==> src/rtl/spi_frame_master.sv <==
// SPI mode-0 frame transmitter: sends {FIRST_BYTE, data[23:0]} MSB first inside one cs_n-low window.
// All outputs are registered; the next-state logic computes every next output value.
module spi_frame_master #(
  parameter int         SCLK_HALF  = 3,
  parameter int         CS_SETUP   = 2,
  parameter int         CS_HOLD    = 2,
  parameter int         CS_GAP     = 4,
  parameter logic [7:0] FIRST_BYTE = 8'h00
) (
  input  logic        clk,
  input  logic        rst,
  input  logic        start,
  input  logic [23:0] data,
  output logic        ready,
  output logic        done,
  output logic        spi_clk,
  output logic        spi_mosi,
  output logic        spi_cs_n
);

  localparam int MAX_A = (SCLK_HALF > CS_SETUP) ? SCLK_HALF : CS_SETUP;
  localparam int MAX_B = (CS_HOLD > CS_GAP) ? CS_HOLD : CS_GAP;
  localparam int MAX_T = (MAX_A > MAX_B) ? MAX_A : MAX_B;
  localparam int CNT_W = (MAX_T > 1) ? $clog2(MAX_T) : 1;

  localparam logic [CNT_W-1:0] HALF_TC  = CNT_W'(SCLK_HALF - 1);
  localparam logic [CNT_W-1:0] SETUP_TC = CNT_W'(CS_SETUP - 1);
  localparam logic [CNT_W-1:0] HOLD_TC  = CNT_W'(CS_HOLD - 1);
  localparam logic [CNT_W-1:0] GAP_TC   = CNT_W'(CS_GAP - 1);

  typedef enum logic [2:0] {IDLE, SETUP, SHIFT, HOLD, GAP} state_t;

  state_t           state, state_n;
  logic [CNT_W-1:0] cnt, cnt_n;
  logic [4:0]       bit_cnt, bit_cnt_n, bit_nxt;
  logic [31:0]      frame;
  logic             load;
  logic             ready_n, done_n, sclk_n, mosi_n, cs_n_n;

  always_comb begin
    state_n   = state;
    cnt_n     = cnt + CNT_W'(1);
    bit_cnt_n = bit_cnt;
    bit_nxt   = bit_cnt - 5'd1;
    ready_n   = ready;
    done_n    = 1'b0;
    sclk_n    = spi_clk;
    mosi_n    = spi_mosi;
    cs_n_n    = spi_cs_n;
    load      = 1'b0;
    unique case (state)
      IDLE: begin
        cnt_n = '0;
        if (start) begin
          load    = 1'b1;
          state_n = SETUP;
          ready_n = 1'b0;
          cs_n_n  = 1'b0;
          mosi_n  = FIRST_BYTE[7];
        end
      end
      SETUP: begin
        if (cnt == SETUP_TC) begin
          state_n   = SHIFT;
          cnt_n     = '0;
          bit_cnt_n = 5'd31;
          mosi_n    = frame[31];
        end
      end
      SHIFT: begin
        // Each bit is a low half then a high half; mosi moves only as SCLK falls.
        if (cnt == HALF_TC) begin
          cnt_n = '0;
          if (!spi_clk) begin
            sclk_n = 1'b1;
          end else begin
            sclk_n = 1'b0;
            if (bit_cnt == 5'd0) begin
              state_n = HOLD;
            end else begin
              bit_cnt_n = bit_nxt;
              mosi_n    = frame[bit_nxt];
            end
          end
        end
      end
      HOLD: begin
        if (cnt == HOLD_TC) begin
          state_n = GAP;
          cnt_n   = '0;
          cs_n_n  = 1'b1;
          mosi_n  = 1'b0;
        end
      end
      GAP: begin
        if (cnt == GAP_TC) begin
          state_n = IDLE;
          cnt_n   = '0;
          ready_n = 1'b1;
          done_n  = 1'b1;
        end
      end
      default: begin
        state_n = IDLE;
        cnt_n   = '0;
      end
    endcase
  end

  always_ff @(posedge clk or posedge rst) begin
    if (rst) begin
      state    <= IDLE;
      cnt      <= '0;
      bit_cnt  <= '0;
      ready    <= 1'b1;
      done     <= 1'b0;
      spi_clk  <= 1'b0;
      spi_mosi <= 1'b0;
      spi_cs_n <= 1'b1;
    end else begin
      state    <= state_n;
      cnt      <= cnt_n;
      bit_cnt  <= bit_cnt_n;
      ready    <= ready_n;
      done     <= done_n;
      spi_clk  <= sclk_n;
      spi_mosi <= mosi_n;
      spi_cs_n <= cs_n_n;
    end
  end

  // Payload register carries no reset; it is only read after a fresh load.
  always_ff @(posedge clk) begin
    if (load) frame <= {FIRST_BYTE, data};
  end

endmodule

==> config.mk <==
export PLATFORM = sky130hd
export DESIGN_NAME = spi_frame_master
export DESIGN_NICKNAME = d
export VERILOG_FILES = /design/src/rtl/spi_frame_master.sv
export SDC_FILE = /design/constraint.sdc
export NUM_CORES = 1
export LEC_CHECK = 0
export BUFFER_PORTS_ARGS = -buffer_cell sky130_fd_sc_hd__clkbuf_2
export CORE_ASPECT_RATIO = 2
export CORE_MARGIN = 2
export CORE_UTILIZATION = 42
export CTS_BUF_LIST = sky130_fd_sc_hd__clkbuf_8
export CTS_CLUSTER_SIZE = 16
export DETAILED_ROUTE_END_ITERATION = 10
export HOLD_SLACK_MARGIN = 0.12
export SLEW_MARGIN = 20
export SYNTH_ARGS = -nofsm -noshare
export SYNTH_HDL_FRONTEND = slang
export SYNTH_SLANG_ARGS = --single-unit
==> constraint.sdc <==
create_clock -name clk -period 5.1 [get_ports clk]
set_clock_uncertainty 0.05 [all_clocks]
set_input_delay 0.51 -clock clk [delete_from_list [all_inputs] [get_ports clk]]
set_output_delay 0.51 -clock clk [all_outputs]
set_load 0.1 [all_outputs]
* Word-level counts from Yosys, hierarchy flattened
Index checks and enable logic that the tools add are counted.
Word-level totals: register bits after elaboration 39, bits of input ports 27
Operators by class: reductions and logical operators 13, magnitude comparators 1, equal/unequal tests 15, $add $sub $neg 2, muxes and demuxes 34
Operators by type and width (number):
- $mux W3 | 7
- $mux W5 | 4
- $ne A2 B2 Y1 const B | 8
- $pmux W3 S5 | 1
- $reduce_and A7 Y1 | 2
- $mux W1 | 13
- $pmux W5 S2 | 1
- $eq A3 B2 Y1 const B | 2
- $lt A5 B6 Y1 const B | 1
- $mux W2 | 3
- $pmux W2 S3 | 1
- $reduce_and A3 Y1 | 2
- $reduce_bool A2 Y1 | 3
- $bmux W1 S5 | 1
- $logic_not A5 Y1 | 1
- $reduce_and A5 Y1 | 1
- $sub A5 B1 Y5 const B | 1
- $eq A2 B2 Y1 const B | 2
- $pmux W1 S2 | 2
- $reduce_bool A4 Y1 | 1
- $eq A3 B1 Y1 const B | 1
- $eq A3 B3 Y1 const B | 1
- $logic_not A3 Y1 | 1
- $pmux W1 S3 | 1
- other kinds (4) | 4

* Depth between registers and ports, before layout
Gate-level depths: netlist (run 1).
depth after elaboration 7, gate-level depth with buffers 8, gate-level depth less buffers 6

* Worst setup path before layout (run 1)
No wires, ideal clock.
path kind reg-to-reg, start reg state[0], end reg frame[0], enable pin, data arrival time 2.337 ns, cell stages (with the launch flop) 3, setup slack 2.276 ns, setup time 0.438 ns, path through dfrtp_1 -> clkbuf_1 -> nor3_1
Between the ends: cells in the longest elaborated chain, start to end 2
Ends and longest elaborated chain:
- start: declaration | RTL line 33 | state_t state, state_n;
- start signal: assignment | RTL line 121 | state <= state_n;
- $logic_not A3 Y1 | RTL line 51 | unique case (state)
- $mux W1 | RTL line 51
- via load | RTL line 37 | logic load;
- end signal: assignment | RTL line 134 | if (load) frame <= {FIRST_BYTE, data};
- end: declaration | RTL line 36 | logic [31:0] frame;
The timed path passes the listed nets, and every way through them passes these cells. A chain may end at the register's enable or synchronous reset.

* Worst setup path in the final report (run 1)
start reg bit_cnt[0], end reg spi_mosi
Between the ends: cells in the longest elaborated chain, start to end 7
Ends and longest elaborated chain:
- start: declaration | RTL line 35 | logic [4:0] bit_cnt, bit_cnt_n, bit_nxt;
- start signal: assignment | RTL line 123 | bit_cnt <= bit_cnt_n;
- $sub A5 B1 Y5 | RTL line 44 | bit_nxt = bit_cnt - 5'd1;
- $bmux W1 S5 | RTL line 82 | mosi_n = frame[bit_nxt];
- $mux W1 (implied by the code) | RTL line 82
- $mux W1 | RTL line 78 | if (bit_cnt == 5'd0) begin
- $mux W1 | RTL line 74 | if (!spi_clk) begin
- $mux W1 | RTL line 72 | if (cnt == HALF_TC) begin
- $pmux W1 S3 | RTL line 51
- end signal: assignment | RTL line 127 | spi_mosi <= mosi_n;
- end: declaration | RTL line 17 | output logic spi_mosi,
Several ways; a longest one is shown, not always the timed one. The select of a mux whose other input is x is not followed.

==> results.tsv, run 1 <==
stage	metric	value	unit
critical_path	r2r setup slk	2.82	ns
power	Sw Ratio	19.4	%
critical_path	WP data arrival	2.40	ns
critical_path	CP Capture Type	register	
yosys	Gate Count Post-Synth	136	
final_layout	Net count, final	201	
critical_path	critical path type	register to register	
floorplanning	chip width	50.8	um
placement	buffers added on ports	31	
power	combinational cell fraction of total power	2.6	%
final_layout	Area growth, synth to finish	16.9	%
routing	number of vias in the routed layout	1222	
floorplanning	die height	97.6	um
yosys	Syn Area/Cell	13.5	um^2
floorplanning	Die Area	4960	um^2
placement	routability cong.	0.856	
yosys	Synth Register Bits	39	
clocking	H-tree depth	2	
clocking	Root Buffer	clkbuf_8	
clocking	clk slew on worst S/H paths	0.08	ns
critical_path	Worst R2R Start	bit_cnt[0]	
floorplanning	total I/O pin count	32	
critical_path	CP cell instances	inv_1, ha_1, mux4_2, or4_1, o2111ai_1, o211ai_1	
yosys	Synth Flop Type	edfxtp_1	
power	internal power	489	uW
clocking	CTS Hold Bufs	0	
yosys	Post-Syn Area	1840	um^2
clocking	Post-CTS Resized	0	
critical_path	Largest delay share family, worst path	flip-flops	
critical_path	crit path max fanout	11	
yosys	top-area cell type share of the netlist area	39.2	%
yosys	biggest area consumer among synthesized cells	edfxtp_1	
routing	Wirelength per Cell	15.4	um
clocking	Post-CTS Repair Setup Buffers	0	
grt	largest net degree at the start of global routing	26	
final_layout	Fillers	401	
routing	Pre-Repair DR Iteration Count	4	
routing	DR iter-0 viols	26	
power	Clk pwr share	41.9	%
yosys	Yosys Warn Count	0	
critical_path	WP data required	5.22	ns
yosys	cell with the most instances after synthesis	edfxtp_1	
final_layout	proportion of layout cells with a drive suffix above 1	28.4	%
grt	total grt overflow	0	
grt	Total GRT Usage	15.9	%
placement	Final HPWL DP	2620	um
critical_path	FF-to-FF End	spi_mosi	
final_layout	post-layout util	50.1	%
clocking	Max Root-Sink Buffers	2	
clocking	Worst-Skew Late Latency	0.29	ns
critical_path	worst stage delay on the critical path	0.60	ns
yosys	top post-synthesis cells by count	edfxtp_1 (24), dfrtp_1 (13), nand2_1 (12)	
power	leakage power total	0.909	nW
timing	Worst-Margin Slew	0.598	ns
timing	fin crit period	2.28	ns
grt	initial antenna violation count	0	
floorplanning	core area	4300	um^2
grt	vias in the first global route	1281	
placement	pre-CTS setup slack	2.82	ns
power	PD cells	282	nW/um^2
yosys	syn_nets	169	
clocking	CTS Buf Count	5	
timing	# setup viols final	0	
timing	setup_tns	0	ns
routing	vias per cell	5.48	
yosys	Seq/Total Area, Yosys	59.7	%
flow_run	max_cap viols	0	
floorplanning	Initial Utilization	42.8	%
critical_path	critical path buffer and inverter count	1	
yosys	EDFF count, synth	24	
critical_path	startpoint types	register	
grt	first-pass GRT wire length	5780	um
critical_path	reg2reg path depth	6	
yosys	count of cell types in the netlist	45	
routing	antenna viol nets, final	0	
power	switching power	118	uW
timing	Max-slew headroom	60.1	%
timing	Period Utilization, post-route	44.7	%
timing	RSZ-0062 raised after global routing	false	
final_layout	# diodes	0	
floorplanning	Site Rows	34	
routing	final wirelength	3430	um
yosys	top cells by area, synth	edfxtp_1 (39%), dfrtp_1 (18%), mux4_1 (7.1%)	
clocking	CTS Sinks	39	
yosys	Synth async-reset ratio	38.5	%
timing	FMAX	439	MHz
outcome	status	completed	
min_path	min-delay worst type	input pin to async pin	
timing	Hold Fails Final Rpt	0	
power	VDD IR-drop max	185	uV
routing	# DRC	0	
timing	setup slack after layout	2.82	ns
clocking	CTS tree	yes	
critical_path	critical path's slowest cell	dfrtp_1	
power	Flop pwr share	55.4	%
timing	max-slew violation count	0	
[power by group through the flow]
| stage | Sequential, mW | Clock (mW) | Combinational, mW |
|---|---|---|---|
| floorplan | 0.346 | 0 | 0.00248 |
| global placement | 0.343 | 0 | 0.0160 |
| detailed placement | 0.343 | 0 | 0.0164 |
| CTS | 0.336 | 0.263 | 0.0164 |
| global route | 0.336 | 0.276 | 0.0181 |
| finish | 0.336 | 0.255 | 0.0159 |
[cells by family (layout without fill, tap and decap cells)]
family                   after synthesis  count (layout)  share of synthesized area (%)
AO/OA/AOI/OAI                         27              27                           10.1
flip-flops                            39              39                           59.7
AND/OR/NAND/NOR                       37              37                           11.4
multiplexers                           8               8                           9.52
adder cells (fa/ha/maj)                6               6                           4.08
buffers and inverters                 16              49                           3.81
XOR/XNOR                               3               3                           1.43
[layout make-up]
class | instances | area (um^2) | share of cell area [%]
inverters | 9 | 33.8 | 1.57
multi-input cells | 81 | 676 | 31.4
clock buffers | 5 | 68.8 | 3.20
flip-flops and latches | 39 | 1100 | 51.1
repair buffers | 32 | 163 | 7.56
well taps | 54 | 67.6 | 3.14
clock inverters | 3 | 43.8 | 2.04
[flip-flops by register name (all words and copies together), names as in the netlist, 2 cells and up]
name,cells
state,3
cnt,2
frame,24
bit_cnt,5
[worst max-delay path by stage]
stage | start | depth (start not counted) | end | slack [ns]
floorplan | state[0] | 2 | frame[0] | 2.28
global placement | bit_cnt[0] | 6 | spi_mosi | 2.88
detailed placement | bit_cnt[0] | 6 | spi_mosi | 2.82
CTS | bit_cnt[0] | 6 | spi_mosi | 2.80
global route | bit_cnt[0] | 6 | spi_mosi | 2.62
finish | bit_cnt[0] | 6 | spi_mosi | 2.82
[stage by stage]
| step | std cells | area [um^2] | power (mW) | hold WS, ns |
|---|---|---|---|---|
| after floorplan | 136 | 1840 | 0.349 | 0.360 |
| after global placement | 215 | 2040 | 0.359 | 0.412 |
| after detailed placement | 215 | 2040 | 0.360 | 0.415 |
| after CTS | 223 | 2150 | 0.615 | 0.219 |
| after global routing | 223 | 2150 | 0.631 | 0.268 |
| final | 223 | 2150 | 0.607 | 0.205 |
[layer usage]
layer	global-route usage (%)	wire, um
met1	15.4	1130
met2	29.4	2030
met3	4.00	171
met4	8.11	87
met5	0	0
[placed cells by master, fill, tap and decap left out, types with 2 or more instances in the layout]
master	instances
dfrtp_1	13
o22ai_1	2
clkbuf_8	5
edfxtp_1	24
a211oi_1	2
a221oi_1	2
nand2b_1	3
nand2_1	12
a21oi_1	5
nor3_1	2
a2bb2oi_1	2
inv_1	9
and3b_1	2
nor2_1	5
and2_1	2
o21ai_0	6
xnor2_1	2
dfstp_2	2
clkbuf_2	31
mux4_1	5
ha_1	6
No activity file was read; power rests on OpenSTA's default activity.
==> run 2, diff against run 1 <==
PLACE_DENSITY = 0.65   (was not set)
clock period = 2 ns   (was 5.1 ns; I/O delays follow)
==> results.tsv, run 2 (synthesized netlist as in run 1, its figures left out) <==
stage	metric	value	unit	change
final_layout	Fillers	363		was 401
power	PD cells	592	nW/um^2	was 282 nW/um^2
critical_path	critical path's slowest cell	a221oi_1		was dfrtp_1
timing	FMAX	543	MHz	was 439 MHz
grt	first-pass GRT wire length	6660	um	was 5780 um
final_layout	biggest regs	frame (24), bit_cnt (5), state (3)		unchanged
placement	routability cong.	0.887		was 0.856
floorplanning	die height	97.6	um	unchanged
critical_path	critical path type	register to register		unchanged
final_layout	post-layout util	57.8	%	was 50.1%
final_layout	Multi-input gate area	711	um^2	was 676 um^2
final_layout	# diodes	0		unchanged
placement	buffers added on ports	31		unchanged
routing	DR iter-0 viols	33		was 26
floorplanning	chip width	50.8	um	unchanged
min_path	min-delay worst type	input pin to register		was input pin to async pin
grt	largest net degree at the start of global routing	26		unchanged
final_layout	Sequential Area	1100	um^2	unchanged
final_layout	most flop-heavy register	frame		unchanged
critical_path	reg2reg path depth	6		unchanged
timing	Period Utilization, post-route	92.0	%	was 44.7%
critical_path	CP cell instances	inv_1, ha_1, and2_1, nand2b_1, a221oi_1, o22a_1		was inv_1, ha_1, mux4_2, or4_1, o2111ai_1, o211ai_1
clocking	CTS Sinks	39		unchanged
flow_run	max_cap viols	0		unchanged
timing	Hold Fails Final Rpt	0		unchanged
floorplanning	Site Rows	34		unchanged
clocking	Max Root-Sink Buffers	2		unchanged
timing	max-slew violation count	0		unchanged
routing	vias per cell	5.30		was 5.48
clocking	Root Buffer	clkbuf_8		unchanged
clocking	clk slew on worst S/H paths	0.08	ns	about the same
clocking	CTS tree	yes		unchanged
placement	Final HPWL DP	2620	um	about the same
grt	initial antenna violation count	0		unchanged
power	leakage power total	1.04	nW	was 0.909 nW
final_layout	commonest non-fill, non-tap cell in the layout	clkbuf_2		unchanged
floorplanning	total I/O pin count	32		unchanged
critical_path	worst stage delay on the critical path	0.43	ns	was 0.60 ns
final_layout	Net count, final	234		was 201
outcome	status	completed		unchanged
min_path	worst hold path cell count	4		
final_layout	most frequent cells in the layout	clkbuf_2 (31), dlygate4sd3_1 (25), edfxtp_1 (24), dfrtp_1 (13), nand2_1 (12)		was clkbuf_2 (31), edfxtp_1 (24), dfrtp_1 (13), nand2_1 (12), inv_1 (9)
timing	setup_tns	0	ns	unchanged
timing	Worst-Margin Slew	0.605	ns	was 0.598 ns
floorplanning	Die Area	4960	um^2	unchanged
power	VDD IR-drop max	556	uV	was 185 uV
critical_path	startpoint types	register		unchanged
critical_path	WP data required	2.18	ns	was 5.22 ns
routing	antenna viol nets, final	0		unchanged
clocking	CTS Buf Count	5		unchanged
timing	Max-slew headroom	59.6	%	was 60.1%
critical_path	crit path max fanout	4		was 11
routing	# DRC	0		unchanged
final_layout	Largest register FFs	24		unchanged
critical_path	CP Capture Type	register		unchanged
routing	number of vias in the routed layout	1356		was 1222
final_layout	proportion of layout cells with a drive suffix above 1	29.7	%	was 28.4%
final_layout	Area growth, synth to finish	35.1	%	was 16.9%
clocking	Worst-Skew Late Latency	0.30	ns	was 0.29 ns
grt	Total GRT Usage	18.5	%	was 15.9%
timing	# setup viols final	0		unchanged
timing	RSZ-0062 raised after global routing	false		unchanged
floorplanning	Initial Utilization	42.8	%	unchanged
routing	Wirelength per Cell	15.4	um	about the same
grt	total grt overflow	0		unchanged
critical_path	WP data arrival	2.02	ns	was 2.40 ns
grt	vias in the first global route	1438		was 1281
clocking	H-tree depth	2		unchanged
routing	final wirelength	3950	um	was 3430 um
floorplanning	core area	4300	um^2	unchanged
routing	Pre-Repair DR Iteration Count	4		unchanged
timing	fin crit period	1.84	ns	was 2.28 ns
## run 2: metal layers
metal / GRT usage (%) / wire [um]
met5: 0 / 0
met4: 7.69 / 137
met3: 3.38 / 120
met2: 36.6 / 2400
met1: 16.9 / 1290
## run 2: what timing repair did
item | in CTS | in global routing
resized for setup | 0 | 5
endpoints found under the hold margin | 37 | 0
setup endpoints to repair | 0 | 3
buffers inserted | 0 | 1
hold buffers | 25 | 0
## run 2: worst paths after layout
kind | from | endpoint | slack (ns)
max | cnt[1] | bit_cnt[2] | 0.16
min | start | spi_mosi | 0.35
max reg2reg | cnt[1] | bit_cnt[2] | 0.16
min reg2reg | ready | ready | 0.42
max in group asynchronous | rst | state[0] | 1.06
min in group asynchronous | rst | spi_mosi | 0.45
## run 2: final cells by class
cell class	count	share of cell area, %
sequential	39	44.2
multi-input combinational	81	28.6
timing repair buffer	65	19.5
clock buffer	5	2.77
tap	54	2.72
inverter	9	1.36
clock inverter	3	0.806
## run 2: worst max-delay path: cells and delay by family (launching register included)
| kind | cells | cell delay (ns) |
|---|---|---|
| adder cells (fa/ha/maj) | 1 | 0.23 |
| flip-flops | 1 | 0.41 |
| AND/OR/NAND/NOR | 2 | 0.34 |
| buffers and inverters | 1 | 0.11 |
| AO/OA/AOI/OAI | 2 | 0.63 |
## run 2: power by group
group	internal (mW)	leakage, nW	switching, mW
sequential	0.857	0.396	0.000542
combinational	0.0508	0.606	0.0308
clock	0.243	0.0402	0.290
total	1.15	1.04	0.321
## run 2: stage by stage
stage / cell area [um^2] / worst slack (ns) / power, mW / std cells / hold slack [ns]
finish: 2480 / 0.159 / 1.47 / 256 / 0.346
global placement: 2110 / 0.150 / 0.916 / 222 / 0.228
floorplan: 1850 / 0.00929 / 0.890 / 136 / 0.0500
detailed placement: 2110 / 0.0668 / 0.917 / 222 / 0.247
global route: 2480 / 0.0220 / 1.53 / 256 / 0.382
CTS: 2450 / 0.0321 / 1.49 / 255 / 0.319
==> run 3, diff against run 2 <==
CORE_MARGIN = not set   (was 2)
SLEW_MARGIN = not set   (was 20)
==> results.tsv, run 3 (synthesized netlist as in run 1, its figures left out) <==
stage	metric	value	unit	change
outcome	status	completed		unchanged
power	internal power	1.28	mW	was 1.15 mW
final_layout	proportion of layout cells with a drive suffix above 1	27.5	%	was 29.7%
timing	fin crit period	1.90	ns	was 1.84 ns
final_layout	most frequent cells in the layout	clkbuf_2 (31), dlygate4sd3_1 (25), edfxtp_1 (24), dfrtp_1 (13), nand2_1 (12)		unchanged
critical_path	WP data arrival	2.05	ns	was 2.02 ns
clocking	clk slew on worst S/H paths	0.08	ns	about the same
timing	Hold Fails Final Rpt	0		unchanged
timing	Worst-Margin Slew	0.606	ns	was 0.605 ns
power	leakage power total	1.04	nW	about the same
routing	number of vias in the routed layout	1353		was 1356
clocking	H-tree depth	2		unchanged
critical_path	CP Capture Type	register		unchanged
final_layout	Fillers	350		was 363
grt	Total GRT Usage	18.0	%	was 18.5%
timing	setup_tns	0	ns	unchanged
final_layout	commonest non-fill, non-tap cell in the layout	clkbuf_2		unchanged
routing	vias per cell	5.37		was 5.30
final_layout	# diodes	0		unchanged
routing	DR iter-0 viols	33		unchanged
critical_path	WP data required	2.15	ns	was 2.18 ns
placement	routability cong.	0.862		was 0.887
power	combinational cell fraction of total power	5.1	%	was 5.5%
final_layout	biggest regs	frame (24), bit_cnt (5), state (3)		unchanged
timing	max-slew violation count	0		unchanged
floorplanning	die height	95.6	um	was 97.6 um
grt	initial antenna violation count	0		unchanged
placement	DP Cell Count	219		was 222
critical_path	crit path from	bit_cnt[1]		was cnt[1]
grt	largest net degree at the start of global routing	26		unchanged
min_path	worst hold start	start		unchanged
final_layout	Cell Count, Final, Fillers Out	252		was 256
floorplanning	Site Rows	33		was 34
critical_path	crit path max fanout	6		was 4
critical_path	startpoint types	register		unchanged
critical_path	reg2reg path depth	6		unchanged
final_layout	Net count, final	232		was 234
critical_path	critical path's slowest cell	or4b_4		was a221oi_1
clocking	CTS Sinks	39		unchanged
floorplanning	Die Area	4660	um^2	was 4960 um^2
timing	# setup viols final	0		unchanged
timing	FMAX	527	MHz	was 543 MHz
final_layout	Largest register FFs	24		unchanged
routing	Wirelength per Cell	14.6	um	was 15.4 um
critical_path	CP cell instances	inv_1, ha_2, or4b_4, a221oi_1, o21ai_0, o211ai_1		was inv_1, ha_1, and2_1, nand2b_1, a221oi_1, o22a_1
routing	# DRC	0		unchanged
clocking	Post-CTS Repair Setup Buffers	0		unchanged
clocking	Worst-Skew Late Latency	0.29	ns	was 0.30 ns
floorplanning	core area	4130	um^2	was 4300 um^2
critical_path	worst stage delay on the critical path	0.49	ns	was 0.43 ns
final_layout	Area growth, synth to finish	34.1	%	was 35.1%
timing	RSZ-0062 raised after global routing	false		unchanged
min_path	min-delay worst type	input pin to register		unchanged
clocking	Max Root-Sink Buffers	2		unchanged
routing	Pre-Repair DR Iteration Count	4		unchanged
final_layout	most flop-heavy register	frame		unchanged
grt	first-pass GRT wire length	6090	um	was 6660 um
grt	total grt overflow	0		unchanged
floorplanning	Initial Utilization	44.5	%	was 42.8%
placement	buffers added on ports	31		unchanged
power	Clk pwr share	40.5	%	was 36.2%
power	VDD IR-drop max	687	uV	was 556 uV
floorplanning	chip width	48.8	um	was 50.8 um
placement	Final HPWL DP	2620	um	about the same
floorplanning	total I/O pin count	32		unchanged
grt	vias in the first global route	1445		was 1438
power	Sw Ratio	19.1	%	was 21.8%
critical_path	Worst R2R Start	bit_cnt[1]		was cnt[1]
flow_run	max_cap viols	0		unchanged
timing	Max-slew headroom	59.5	%	was 59.6%
routing	final wirelength	3680	um	was 3950 um
timing	Period Utilization, post-route	94.9	%	was 92.0%
power	PD cells	639	nW/um^2	was 592 nW/um^2
clocking	Root Buffer	clkbuf_8		unchanged
clocking	CTS tree	yes		unchanged
power	Flop pwr share	54.4	%	was 58.3%
critical_path	critical path type	register to register		unchanged
clocking	CTS Buf Count	5		unchanged
power	switching power	302	uW	was 321 uW
min_path	worst hold path cell count	4		unchanged
routing	antenna viol nets, final	0		unchanged
run 3: final timing paths:
path                         endpoint  slack (ns)
max in group asynchronous  bit_cnt[1]        1.04
setup / recovery             spi_mosi        0.10
hold / removal               spi_cs_n        0.33
hold reg to reg                 ready        0.42
min in group asynchronous    state[0]        0.46
setup reg to reg             spi_mosi        0.10
run 3: repair_timing:
action                                  CTS  global route
endpoints found under the hold margin    37             0
hold buffers                             25             0
resized for setup                         0             2
endpoints found under the setup margin    0             2
run 3: per-stage QoR:
step / setup slack [ns] / cell area, um^2 / utilization (%) / hold WS [ns] / total power [mW]
floorplan: 0.00929 / 1850 / - / 0.0500 / 0.890
global placement: 0.161 / 2100 / 50.8 / 0.226 / 0.916
detailed placement: 0.0900 / 2100 / 50.8 / 0.236 / 0.917
CTS: 0.0409 / 2460 / 59.6 / 0.313 / 1.59
global route: 0.00932 / 2470 / 59.7 / 0.367 / 1.62
finish: 0.103 / 2470 / 59.7 / 0.333 / 1.58
run 3: routing by layer:
metal	share of wire, %	wire length [um]	vias up	GRT usage (%)
met1	34	1260	641	15.4
li1	-	-	640	-
met5	0	0	-	0
met4	5.9	219	0	14.0
met2	57	2080	48	34.8
met3	3.2	116	24	3.67
run 3: power groups by stage:
stage          Combinational (mW)  Clock [mW]  Sequential [mW]
2_1_floorplan             0.00685           0            0.883
3_3_place_gp               0.0409           0            0.875
3_5_place_dp               0.0421           0            0.875
4_1_cts                    0.0802       0.649            0.858
5_1_grt                    0.0875       0.675            0.858
6_report                   0.0804       0.639            0.858
run 3: worst max-delay path: cells and delay by family (launching register included):
kind | cells | cell delay, ns
AO/OA/AOI/OAI | 3 | 0.56
adder cells (fa/ha/maj) | 1 | 0.22
buffers and inverters | 1 | 0.08
flip-flops | 1 | 0.43
AND/OR/NAND/NOR | 1 | 0.49
run 3: cell type report:
cell class	count	area, um^2	share of cell area [%]
tap	52	65.1	2.64
sequential	39	1100	44.5
clock inverter	3	41.3	1.67
timing repair buffer	63	470	19.1
inverter	9	33.8	1.37
clock buffer	5	68.8	2.79
multi-input combinational	81	688	27.9
